### src/rtl/regfile_fwd_pkg.sv
// Shared constants and helpers for the forwarding register file.
// Read-port source selection is an enum so the mux priority reads as a list.
package regfile_fwd_pkg;

   localparam int DEF_DATA_W   = 32;
   localparam int DEF_ADDR_W   = 5;
   localparam int DEF_NUM_REGS = 32;

   localparam logic [DEF_DATA_W-1:0] ZERO_WORD    = '0;
   localparam logic [DEF_ADDR_W-1:0] NOP_REG_ADDR = '0;

   typedef enum logic [2:0] {
      SRC_ZERO,
      SRC_EX,
      SRC_MEM,
      SRC_WB,
      SRC_ARRAY
   } rd_src_e;

endpackage

### src/rtl/regfile_fwd_rdport.sv
// One read port: resolves an operand from EX, MEM, WB or the array.
// Youngest producer wins; r0, a disabled port and reset all read as zero.
module regfile_fwd_rdport
   import regfile_fwd_pkg::*;
#(
   parameter int DATA_W = DEF_DATA_W,
   parameter int ADDR_W = DEF_ADDR_W
) (
   input  logic              rst,
   input  logic              re,
   input  logic [ADDR_W-1:0] raddr,
   input  logic              ex_wreg,
   input  logic [ADDR_W-1:0] ex_wd,
   input  logic [DATA_W-1:0] ex_wdata,
   input  logic              mem_wreg,
   input  logic [ADDR_W-1:0] mem_wd,
   input  logic [DATA_W-1:0] mem_wdata,
   input  logic              we,
   input  logic [ADDR_W-1:0] waddr,
   input  logic [DATA_W-1:0] wdata,
   input  logic [DATA_W-1:0] array_data,
   output logic [DATA_W-1:0] rdata
);

   rd_src_e src;

   always_comb begin
      src = SRC_ARRAY;
      if (rst || !re || raddr == '0)
         src = SRC_ZERO;
      else if (ex_wreg && ex_wd == raddr)
         src = SRC_EX;
      else if (mem_wreg && mem_wd == raddr)
         src = SRC_MEM;
      else if (we && waddr == raddr)
         src = SRC_WB;
   end

   always_comb begin
      rdata = '0;
      unique case (src)
         SRC_ZERO:  rdata = '0;
         SRC_EX:    rdata = ex_wdata;
         SRC_MEM:   rdata = mem_wdata;
         SRC_WB:    rdata = wdata;
         SRC_ARRAY: rdata = array_data;
         default:   rdata = '0;
      endcase
   end

endmodule

### src/rtl/regfile_fwd.sv
// 32-entry integer register file with EX/MEM/WB forwarding on both read
// ports and a combinational load-use stall request.
module regfile_fwd
   import regfile_fwd_pkg::*;
#(
   parameter int DATA_W   = DEF_DATA_W,
   parameter int ADDR_W   = DEF_ADDR_W,
   parameter int NUM_REGS = DEF_NUM_REGS
) (
   input  logic              clk,
   input  logic              rst,
   input  logic              we,
   input  logic [ADDR_W-1:0] waddr,
   input  logic [DATA_W-1:0] wdata,
   input  logic              ex_wreg,
   input  logic [ADDR_W-1:0] ex_wd,
   input  logic [DATA_W-1:0] ex_wdata,
   input  logic              ex_is_load,
   input  logic              mem_wreg,
   input  logic [ADDR_W-1:0] mem_wd,
   input  logic [DATA_W-1:0] mem_wdata,
   input  logic              re1,
   input  logic [ADDR_W-1:0] raddr1,
   output logic [DATA_W-1:0] rdata1,
   input  logic              re2,
   input  logic [ADDR_W-1:0] raddr2,
   output logic [DATA_W-1:0] rdata2,
   output logic              stallreq
);

   logic [DATA_W-1:0] regs [NUM_REGS];

   // Synchronous clear wins over a pending write; r0 is never written.
   always_ff @(posedge clk) begin
      if (rst) begin
         for (int i = 0; i < NUM_REGS; i++)
            regs[i] <= '0;
      end else if (we && waddr != '0) begin
         regs[waddr] <= wdata;
      end
   end

   regfile_fwd_rdport #(
      .DATA_W (DATA_W),
      .ADDR_W (ADDR_W)
   ) u_rdport1 (
      .rst        (rst),
      .re         (re1),
      .raddr      (raddr1),
      .ex_wreg    (ex_wreg),
      .ex_wd      (ex_wd),
      .ex_wdata   (ex_wdata),
      .mem_wreg   (mem_wreg),
      .mem_wd     (mem_wd),
      .mem_wdata  (mem_wdata),
      .we         (we),
      .waddr      (waddr),
      .wdata      (wdata),
      .array_data (regs[raddr1]),
      .rdata      (rdata1)
   );

   regfile_fwd_rdport #(
      .DATA_W (DATA_W),
      .ADDR_W (ADDR_W)
   ) u_rdport2 (
      .rst        (rst),
      .re         (re2),
      .raddr      (raddr2),
      .ex_wreg    (ex_wreg),
      .ex_wd      (ex_wd),
      .ex_wdata   (ex_wdata),
      .mem_wreg   (mem_wreg),
      .mem_wd     (mem_wd),
      .mem_wdata  (mem_wdata),
      .we         (we),
      .waddr      (waddr),
      .wdata      (wdata),
      .array_data (regs[raddr2]),
      .rdata      (rdata2)
   );

   // A load in EX cannot be forwarded yet, so any enabled consumer must wait.
   assign stallreq = !rst && ex_is_load && ex_wreg && (ex_wd != '0) &&
                     ((re1 && raddr1 == ex_wd) || (re2 && raddr2 == ex_wd));

endmodule
### config.mk
export PLATFORM = sky130hd
export DESIGN_NAME = regfile_fwd
export DESIGN_NICKNAME = d
export VERILOG_FILES = /design/src/rtl/regfile_fwd_pkg.sv /design/src/rtl/regfile_fwd_rdport.sv /design/src/rtl/regfile_fwd.sv
export SDC_FILE = /design/constraint.sdc
export NUM_CORES = 2
export LEC_CHECK = 0
export CAP_MARGIN = 20
export CORE_ASPECT_RATIO = 1.2
export CORE_MARGIN = 10
export CORE_UTILIZATION = 41
export DETAILED_ROUTE_END_ITERATION = 16
export DONT_BUFFER_PORTS = 1
export PLACE_DENSITY = 0.63
export RECOVER_POWER = 50
export SLEW_MARGIN = 20
export SYNTH_ARGS = -nofsm -noshare
export SYNTH_HDL_FRONTEND = slang
export SYNTH_SLANG_ARGS = --single-unit
### constraint.sdc
create_clock -name clk -period 7.4 [get_ports clk]
set_input_delay 1.48 -clock clk [delete_from_list [all_inputs] [get_ports clk]]
set_output_delay 1.48 -clock clk [all_outputs]
set_load 0.005 [all_outputs]
==> run metrics <==
Top reg by flops=regs; Final nets=3917; DR WL/cell=39.8 um; gp weighted congestion=0.923; WS Path Type=primary input to register; area of the core=0.137 sq mm; pre-CTS setup slack=1.79 ns; depth of the CTS H-tree=3; unique cell type count in the Yosys netlist=52; P_leak=0.0207 uW; Hold Path Cell Cnt=0; DRT iter0 DRCs=6579; Slew headroom=-137%; critical path launch point=rst; worst path required time=7.97 ns; kind of start point of the critical path=primary input; Fin Setup TNS=0 ns; largest registers=regs: 1024 flops; Seq/Total Area, Yosys=54.3%; Total Wirelength=228000 um; unrepaired setup endpoints after global routing=no; port bufs=0; Ys Warns=0; Post-CTS Hold Buffers=0; Synth Register Bits=1024; Worst Tran Pin Value=3.55 ns; Max-cap violations=7; maximum operating frequency=152 MHz; clock sinks=1024; crit path capture type=register; grt total ovfl=0; root buf cell=clkbuf_16; number of flip-flops in the largest register=1024; DR pass1 iterations=6; hold wc startpoint=rst; Rows=149; CTS Buffer Depth=3; I/O pin count=194; hold_ws=0.852 ns; predominant post-synthesis flop cell=edfxtp_1; first-pass GRT wire length=310000 um; Vias/cell=6.80; worst hold path class=primary input to register; initial core utilization=41.2%; Worst Path Arrival=7.14 ns; Total Routing Usage GR=28.7%; DRT antenna net count=0; synthesized area=0.0566 sq mm; area grow syn2layout=9.34%; dpl hpwl=134000 um; PwrDens=221 mW/mm^2; proportion of layout cells with a drive suffix above 1=20.2%; failing checks=max-capacitance violations, max-slew violations; Post-synth EDFFs=1024; initial antenna violation count=41; CTS clk-pin slew, worst paths=0.07 ns; drt drc=0; ys async rst share=0%; Die X=359 um; Mapped Avg Cell Area=14.2 sq um; Setup violations, final=0; CTS Buf Count=104; CTS resizes=0; crit-path max FO=33; total number of vias=38903; final critical-path share of the clock period=88.7%; Tmin final=6.57 ns; setup bufs post-CTS=0; status=finished, violations left; die area=0.153 sq mm; Fin. Hold Viols=0; setup ws final=0.834 ns; Finished Layout Cells=5722; Slew Limit Fails=263; placed cell count=5494; Die Ht=427 um; pin count of the biggest net entering global routing=231; Cells after Synth=3986; number of global-route vias before repair=38207; Worst VDD drop=0.000177 V; CTS tree=done
## worst paths after layout
kind	end	slack, ns
setup / recovery	regs[3][26]	0.83
hold / removal	regs[0][1]	0.85
## where the power goes
group	switching, uW	total, uW	internal, uW
sequential	166	6870	6700
clock	2430	5360	2930
combinational	808	1450	642
total	3410	13700	10300
## critical path: stages
cell and delay, ns:
inv_1 0.18, clkbuf_1 2.53, nand4_1 0.29, buf_4 0.40
nor2_4 0.59, clkbuf_1 1.34, and2_1 0.27
## Yosys cell counts (all sizes together) (4+ instances only)
master | count | area share, %
nand3 | 26 | 0.23
xor2 | 18 | 0.28
nand3b | 5 | 0.066
a32oi | 12 | 0.19
nand4 | 82 | 0.91
mux2 | 5 | 0.099
a22o | 32 | 0.50
edfxtp | 1024 | 54
a221oi | 7 | 0.11
mux4 | 432 | 17
xnor2 | 12 | 0.19
nor2 | 46 | 0.31
or3b | 4 | 0.062
a21oi | 95 | 0.85
o221ai | 5 | 0.077
and3 | 23 | 0.25
nand2b | 7 | 0.077
a22oi | 106 | 1.4
buf | 143 | 1.4
nor3 | 10 | 0.097
nor2b | 15 | 0.17
a211o | 16 | 0.25
o22ai | 43 | 0.48
a221o | 49 | 0.87
o21ai | 33 | 0.29
clkbuf | 298 | 2.0
and2 | 1007 | 11
nand2 | 106 | 0.70
a31oi | 6 | 0.066
mux2i | 258 | 4.6
a211oi | 42 | 0.56
## layout by cell type (no fill, tap or decap), drive strengths merged, types with 52 or more instances in the layout
cell type  Yosys  final
a21oi         95     95
a22oi        106    106
and2        1007   1007
buf          143     95
clkbuf       298    130
clkinv         1     52
edfxtp      1024   1024
mux2i        258    258
mux4         432    432
nand2        106    106
nand4         82     82
## stage by stage
step	power (uW)	area, sq um	util (%)
2_1_floorplan	8010	56700	-
4_1_cts	13600	61900	45.1
3_3_place_gp	8360	58500	42.6
6_report	13700	61900	45.0
5_1_grt	13900	61800	45.0
3_5_place_dp	8380	58500	42.6
## layout make-up
class / instances / area (sq um)
fillers: 11955 / 75500
flip-flops and latches: 1024 / 30700
multi-input cells: 2551 / 24600
clock buffers: 119 / 2680
well taps: 1812 / 2270
repair buffers: 106 / 778
clock inverters: 76 / 684
diodes: 33 / 82.6
inverters: 1 / 3.75
## metal layers
| layer | vias to the layer above | part of all wire, % | global-route usage [%] |
|---|---|---|---|
| li1 | 15006 | - | - |
| met1 | 20001 | 35 | 34.9 |
| met2 | 3144 | 44 | 43.4 |
| met3 | 736 | 15 | 11.2 |
| met4 | 16 | 6.3 | 16.7 |
| met5 | - | 0.11 | 0.747 |
## cells by family after synthesis
kind of cell	Yosys count	synth area share, %
other	1	0.00663
xor gates and xnor gates	30	0.464
AOI/OAI and AO/OA	452	5.78
DFF	1024	54.3
muxes	695	21.9
and+or+nand+nor	1342	14.2
buffers and inverters	442	3.40
No activity file was read; power rests on OpenSTA's default activity.
